<file path="config.mk">
export PLATFORM = sky130hd
export DESIGN_NAME = gray_counter
export DESIGN_NICKNAME = d
export VERILOG_FILES = /design/src/rtl/gray_counter_pkg.sv /design/src/rtl/gray_counter_encode.sv /design/src/rtl/gray_counter.sv
export SDC_FILE = /design/constraint.sdc
export NUM_CORES = 1
export LEC_CHECK = 0
export CELL_PAD_IN_SITES_DETAIL_PLACEMENT = 1
export CELL_PAD_IN_SITES_GLOBAL_PLACEMENT = 1
export CORE_AREA = 5 5 42 44
export DETAILED_ROUTE_END_ITERATION = 12
export DIE_AREA = 0 0 47 49
export HOLD_SLACK_MARGIN = 0.05
export PLACE_DENSITY_LB_ADDON = 0.25
export SYNTH_ARGS = -nofsm -noshare
export SYNTH_HDL_FRONTEND = slang
export SYNTH_SLANG_ARGS = --single-unit
export TNS_END_PERCENT = 20
</file>
<file path="constraint.sdc">
create_clock -name Clk -period 2.15 [get_ports Clk]
set_input_delay 0.43 -clock Clk [delete_from_list [all_inputs] [get_ports Clk]]
set_output_delay 0.43 -clock Clk [all_outputs]
set_load 0.1 [all_outputs]
</file>
<file path="src/rtl/gray_counter_pkg.sv">
// Shared constants and Gray-code helpers for the gray_counter block.
// gray2bin is intended for checking code.
package gray_counter_pkg;

  localparam int GRAY_WIDTH_DEFAULT = 3;
  localparam int GRAY_MAX_WIDTH     = 32;

  function automatic logic [GRAY_MAX_WIDTH-1:0] bin2gray(input logic [GRAY_MAX_WIDTH-1:0] bin);
    return bin ^ (bin >> 1);
  endfunction

  function automatic logic [GRAY_MAX_WIDTH-1:0] gray2bin(input logic [GRAY_MAX_WIDTH-1:0] gray);
    logic [GRAY_MAX_WIDTH-1:0] bin;
    bin[GRAY_MAX_WIDTH-1] = gray[GRAY_MAX_WIDTH-1];
    for (int i = GRAY_MAX_WIDTH - 2; i >= 0; i--) begin
      bin[i] = bin[i+1] ^ gray[i];
    end
    return bin;
  endfunction

endpackage

</file>
<file path="src/rtl/gray_counter_encode.sv">
// Purely combinational binary-to-Gray converter.
module gray_encode #(
  parameter int WIDTH = gray_counter_pkg::GRAY_WIDTH_DEFAULT
) (
  input  logic [WIDTH-1:0] bin,
  output logic [WIDTH-1:0] gray
);

  // The MSB passes through; every lower bit is the XOR of itself and its upper neighbour.
  assign gray[WIDTH-1] = bin[WIDTH-1];

  generate
    for (genvar gi = 0; gi < WIDTH - 1; gi++) begin : g_bit
      assign gray[gi] = bin[gi] ^ bin[gi+1];
    end
  endgenerate

endmodule

</file>
<file path="src/rtl/gray_counter.sv">
// Gray-code counter with count enable and a sticky wrap flag.
// A binary count is kept internally; the Gray output is registered from the next count.
module gray_counter #(
  parameter int WIDTH = gray_counter_pkg::GRAY_WIDTH_DEFAULT
) (
  input  logic             Clk,
  input  logic             Reset,
  input  logic             En,
  output logic [WIDTH-1:0] Output,
  output logic             Overflow
);

  logic [WIDTH-1:0] bin_reg;
  logic [WIDTH-1:0] bin_next;
  logic [WIDTH-1:0] gray_reg;
  logic [WIDTH-1:0] gray_next;
  logic             ovf_reg;
  logic             wrap;

  assign bin_next = bin_reg + 1'b1;
  assign wrap     = &bin_reg;

  gray_encode #(
    .WIDTH(WIDTH)
  ) u_encode (
    .bin  (bin_next),
    .gray (gray_next)
  );

  // Encoding the next count keeps Output in step with bin_reg on the same edge.
  always_ff @(posedge Clk or negedge Reset) begin
    if (!Reset) begin
      bin_reg  <= '0;
      gray_reg <= '0;
      ovf_reg  <= 1'b0;
    end else if (En) begin
      bin_reg  <= bin_next;
      gray_reg <= gray_next;
      if (wrap) begin
        ovf_reg <= 1'b1;
      end
    end
  end

  assign Output   = gray_reg;
  assign Overflow = ovf_reg;

endmodule

</file>
; ---- Word level (Yosys, flattened, before mapping)
; Cells that the tools add are included.
[word_totals]
ff_bits = 7
in_bits = 3
out_inout_bits = 4
elab_cells = 7
[classes]
n_addsub = 1
bitwise = 2
n_reduce_logical = 1
[op_table]
columns = op, count
row1 = $reduce_and 4->1, 1
row2 = $add 3x1->3 const B, 1
row3 = $xor 1x1->1, 2

; ---- Logic depth before layout (Yosys ltp)
; Gate-level depths: netlist of the first run.
[logic_depth]
word_depth = 2
mapped_depth = 3

; ---- Cells and area by module
; A second synthesis of the first run with hierarchy kept.
[unflattened]
hier_cells = 22
hier_area_um2 = 329.1
[by_module_without_submodules]
columns = module, n_inst, cells_each, area_each_um2, seq_area_each_um2
row1 = gray_counter, 1, 19, 304.0, 175.2
row2 = gray_encode, 1, 3, 25.0, 0.0

; ---- Least setup slack after synthesis of the first run
; OpenSTA, ideal clock, no wires.
[synth_timing]
kind = register to register
start = register bin_reg[0]
end = register gray_reg[1], in the netlist Output[1]
arrival_ps = 1210
required_ps = 2024
path_slack_ps = 814
stages_incl_launch_ff = 4
synth_period_minus_slack_ps = 1336
cell_sequence = dfrtp_1 > ha_1 > xor3_1 > mux2_4
[synth_between]
elab_chain_len = 2
[synth_rtl]
columns = element, line
row1 = "start, declared", gray_counter.sv:13  ; logic [WIDTH-1:0] bin_reg;
row2 = "start signal, assigned", gray_counter.sv:37  ; bin_reg <= bin_next;
row3 = $add 3x1->3, gray_counter.sv:20  ; assign bin_next = bin_reg + 1'b1;
row4 = $xor 1x1->1, gray_counter_encode.sv:14  ; assign gray[gi] = bin[gi] ^ bin[gi+1];
row5 = "end signal, assigned", gray_counter.sv:38  ; gray_reg <= gray_next;
row6 = "end, declared", gray_counter.sv:15  ; logic [WIDTH-1:0] gray_reg;
; Every way passes these cells.
; A chain may end at the register's enable or synchronous reset.

==> impl_metrics.json, run 1 <==
{
  "final.min_clock_period_ps": 1420,
  "hold_class": "input port to async pin",
  "synth_nets": 22,
  "diodes": 0,
  "yosys.area.top_type": "dfrtp_1",
  "synth_top_area_frac": 0.541,
  "finalSetupViolCount": 0,
  "clk_pin_slew_ps": 50,
  "finalCritPeriodShare": 0.661,
  "ys_warn_count": 0,
  "fin_ws_ps": 729,
  "overflow": 0,
  "grt_pass1_wl_um": 869,
  "cts.path.max_buffers": 2,
  "skew_ps": 6.72,
  "drive_gt1_frac": 0.440,
  "clock-sinks": 6,
  "rsz0062_at_grt": "false",
  "synthToLayoutAreaGrowth_pct": 28.8,
  "whs_ps": 429,
  "ys.flop_type": "dfrtp_1",
  "arrival_ps": 990,
  "largest_reg_flops": 3,
  "synthTopCellsByArea": "dfrtp_1 54%, xor3_1 8.6%, mux2_2 8.1%",
  "place_congestion": 0.734,
  "drt_iter0_drc": 0,
  "htreeDepth": 1,
  "worst-path-stages": 1,
  "fmax_ghz": 0.704,
  "ys_seq_area_frac": 0.541,
  "synth_edf_count": 0,
  "path_cells": "buf_4",
  "wire_per_inst_um": 11.4,
  "cts_hold_repair.buffers": 0,
  "grt_max_degree": 7,
  "crit_family": "flip-flops",
  "avgSynthCellArea_um2": 15.4,
  "synth_cells": 18,
  "endpoint_kind": "output pin",
  "final.setup.tns_ps": 0,
  "final_area_um2": 358,
  "num_vias": 165,
  "cp_slowest_cell": "dfrtp_1",
  "maxCapViolCount": 0,
  "rows": 14,
  "cp.required_ps": 1720,
  "synth_common_cells": "6 x dfrtp_1, 2 x mux2_2, 2 x xnor2_1",
  "slew_headroom": 0.807,
  "grt_pass1_vias": 192,
  "syn-cell-area_um2": 278,
  "synth-async-reset-ratio": 1.00,
  "synth.distinct_cells": 11,
  "worst_setup_path_start_kind": "flip-flop",
  "drc": 0,
  "crit_buf_inv": 1,
  "vias_per_cell": 4.02,
  "antenna_found_initial": 0,
  "cts_made_buffers": 3,
  "grt_util_all_layers": 0.0574,
  "final_max_slew_viol_count": 0,
  "synth.most_common_cell": "dfrtp_1",
  "final_nets": 31,
  "dp_hpwl_um": 346,
  "critPathKind": "flip-flop to output pin",
  "ant_nets": 0,
  "cts_resized": 0,
  "post_cts_buffers": 0,
  "cts_root_buf": "clkbuf_4",
  "io_pins": 7,
  "status": "finished, final reports clean",
  "die_x_um": 47,
  "r2r_cells": 3,
  "ys_ff_latch": 6,
  "hold_viol_final": 0,
  "die_y_um": 49,
  "drt_first_pass_iters": 1,
  "cpPeakStageDelay_ps": 420,
  "coreArea_um2": 1400,
  "crit_fanout": 4,
  "place_ws_ps": 594,
  "insertion_delay_ps": 250,
  "cts_tree": "done",
  "place_area_um2": 335,
  "drt-total-wl_um": 467,
  "die_area_um2": 2300,
  "floorplan.initialDensity": 0.198,
  "port_buffers": 6,
  "worst-slew-pin-transition_ps": 288
}
[path summary, 6_finish.rpt]
path / start / to / slack [ps]
worst min-delay path: Reset / bin_reg[2]$_DFFE_PN0P_ / 430
max in group asynchronous: Reset / Output[0]$_DFFE_PN0P_ / 1490
min in group Clk: Overflow$_DFFE_PN0P_ / Overflow$_DFFE_PN0P_ / 470
worst min register to register: Overflow$_DFFE_PN0P_ / Overflow$_DFFE_PN0P_ / 470
worst max register to register: bin_reg[0]$_DFFE_PN0P_ / Output[1]$_DFFE_PN0P_ / 750
worst max-delay path: bin_reg[2]$_DFFE_PN0P_ / Output[2] / 730
[worst reg2reg max path, cell delays in order (launching register included)]
cell     delay (ps)
dfrtp_1         420
ha_1            360
xor3_1          230
mux2_4          260
[area by class of cell]
cell class                      instances  area, um^2
Sequential cell                         6         150
Fill cell                             165        1040
Clock buffer                            3        22.5
Tap cell                               16        20.0
Multi-Input combinational cell         10         115
Timing Repair Buffer                    6        50.0
[metrics by stage]
stage	util	instances
after floorplan	-	18
after global placement	0.239	38
after detailed placement	0.239	38
after CTS	0.255	41
after global routing	0.255	41
final	0.255	41
[cell usage in the layout (no fill, tap or decap)]
master	instances
dfrtp_1	6
xor3_1	1
mux2_4	1
nand2_1	1
clkbuf_4	3
buf_4	4
clkdlybuf4s50_1	2
mux2_2	2
a41o_2	1
ha_1	1
xnor2_1	2
xor2_1	1
[routing by layer]
| metal | GRT usage | part of all wire | vias up |
|---|---|---|---|
| met2 | 0.0543 | 0.40 | 8 |
| met1 | 0.0694 | 0.47 | 79 |
| met4 | 0.0415 | 0.013 | 0 |
| met5 | 0 | 0 | - |
| met3 | 0.0627 | 0.12 | 2 |
| li1 | - | - | 76 |
[cell families after synthesis]
family,after synthesis,synth area share
compound gates,1,0.0405
fa+ha+maj,1,0.0450
simple gates,1,0.0135
buf+inv,2,0.0450
flops,6,0.541
xor+xnor,4,0.180
mux,3,0.135
Power of run 1 is left out: the tool's default activity adds up to more than one toggle a clock period on the data nets, which glitch-free logic cannot reach.
==> run 2, diff against run 1 <==
clock period = 1.1 ns   (was 2.15 ns; I/O delays follow)
==> run 2 against run 1 <==
  * The flow now finishes with violations (negative setup slack)
  * Worst hold slack worse by 200 ps
  * Final cell count increased by 9.8%
  * Non-clock buffer count increased by 4
  * Sequential share of layout area down 8.9 points
  * Routed wire length is 13% higher
  * Critical path depth is 2 higher
  * Register-to-register slack worse by 960 ps
  * Worst setup slack worse by 940 ps
  * Die area unchanged
  * Critical path type is now flip-flop to flip-flop
  * Largest cell class unchanged
  * Highest routed layer is now met3
==> impl_metrics.json, run 2 (synthesis results as in run 1) <==
{
  "status": "finished, violations left",
  "failed_checks": "negative setup slack",
  "cp_slowest_cell": "dfrtp_1",
  "final_area_um2": 454,
  "worst-slew-pin-transition_ps": 295,
  "die_x_um": 47,
  "final.min_clock_period_ps": 1310,
  "drc": 0,
  "r2r_end": "Output[1]$_DFFE_PN0P_",
  "die_y_um": 49,
  "clk_pin_slew_ps": 50,
  "cp.required_ps": 1230,
  "cts_resized": 1,
  "cts_hold_repair.buffers": 0,
  "drt_iter0_drc": 2,
  "num_vias": 179,
  "path_cells": "ha_4 -> xor3_1 -> mux2_4",
  "critPathKind": "flip-flop to flip-flop",
  "grt_pass1_vias": 205,
  "maxCapViolCount": 0,
  "place_area_um2": 428,
  "final_nets": 35,
  "cts.path.max_buffers": 2,
  "hold_viol_final": 0,
  "synthToLayoutAreaGrowth_pct": 63.5,
  "crit_buf_inv": 0,
  "endpoint_kind": "flip-flop",
  "fmax_ghz": 0.761,
  "arrival_ps": 1440,
  "cts_made_buffers": 3,
  "r2r_setup_slack_ps": -210,
  "startpoint": "bin_reg[0]$_DFFE_PN0P_",
  "rows": 14,
  "worst_setup_path_start_kind": "flip-flop",
  "die_area_um2": 2300,
  "floorplan.initialDensity": 0.198,
  "cts_root_buf": "clkbuf_4",
  "drt-total-wl_um": 528,
  "finalSetupViolCount": 3,
  "overflow": 0,
  "antenna_found_initial": 0,
  "grt_util_all_layers": 0.0617,
  "final_cell_mix": "6 x dfrtp_1, 4 x buf_12, 3 x clkbuf_4, 3 x buf_4",
  "diodes": 0,
  "grt_pass1_wl_um": 938,
  "r2r_cells": 3,
  "rr_startpoint": "bin_reg[0]$_DFFE_PN0P_",
  "fin_ws_ps": -214,
  "slew_headroom": 0.803,
  "insertion_delay_ps": 240,
  "htreeDepth": 1,
  "post_cts_buffers": 0,
  "drive_gt1_frac": 0.552,
  "rsz0062_at_grt": "true",
  "drt_first_pass_iters": 2,
  "clock-sinks": 6,
  "cpPeakStageDelay_ps": 400,
  "crit_family": "flip-flops",
  "dp_hpwl_um": 444,
  "port_buffers": 6,
  "finalCritPeriodShare": 1.19,
  "grt_max_degree": 7,
  "cts_tree": "done",
  "skew_ps": 6.37,
  "coreArea_um2": 1400,
  "final_max_slew_viol_count": 0,
  "largest_reg_flops": 3,
  "vias_per_cell": 3.98,
  "crit_fanout": 2,
  "layout_commonest_cell": "dfrtp_1",
  "ant_nets": 0,
  "io_pins": 7,
  "place_congestion": 0.690,
  "hold_class": "input port to async pin",
  "wire_per_inst_um": 11.7
}
## run 2: cell types whose count changed in the layout (fill, tap and decap cells not counted)
cell	delta
buf_4	-1
ha_4	+1
buf_6	+1
ha_1	-1
buf_12	+4
## run 2: worst max-delay path by stage
| stage | to | depth (start not counted) | slack (ps) |
|---|---|---|---|
| 3_3_place_gp | bin_reg[1]$_DFFE_PN0P_ | 2 | -220 |
| 3_5_place_dp | Output[1]$_DFFE_PN0P_ | 3 | -240 |
| 6_report | Output[1]$_DFFE_PN0P_ | 3 | -210 |
| 5_1_grt | Output[1]$_DFFE_PN0P_ | 3 | -280 |
| 4_1_cts | Output[1]$_DFFE_PN0P_ | 3 | -240 |
| 2_1_floorplan | Output[1]$_DFFE_PN0P_ | 3 | -210 |
## run 2: per-stage QoR
step	utilization	setup WS [ps]	setup TNS, ps	cells	hold slack, ps
2_1_floorplan	-	-215	-534	18	-75.6
3_3_place_gp	0.305	-221	-911	42	488
3_5_place_dp	0.305	-241	-947	42	493
4_1_cts	0.324	-237	-389	45	229
5_1_grt	0.324	-282	-492	45	233
6_report	0.324	-214	-335	45	228
## run 2: layout make-up
| cell class | instances | area (um^2) |
|---|---|---|
| timing repair buffer | 10 | 134 |
| sequential | 6 | 150 |
| fill | 162 | 947 |
| clock buffer | 3 | 22.5 |
| tap | 16 | 20.0 |
| multi-input combinational | 10 | 128 |
## run 2: worst register-to-register path, delay by kind of cell (launching register included)
family     cells  cell delay (ps)
xor+xnor       1              370
flops          1              400
fa+ha+maj      1              170
mux            1              260
## run 2: layer usage
layer / up-vias / wire length [um] / GRT usage
met5: - / 0 / 0
met4: 0 / 0 / 0.0276
met3: 0 / 42 / 0.0554
met2: 4 / 270 / 0.0792
met1: 92 / 214 / 0.0695
li1: 83 / - / -
Power of run 2 is left out for the same reason.
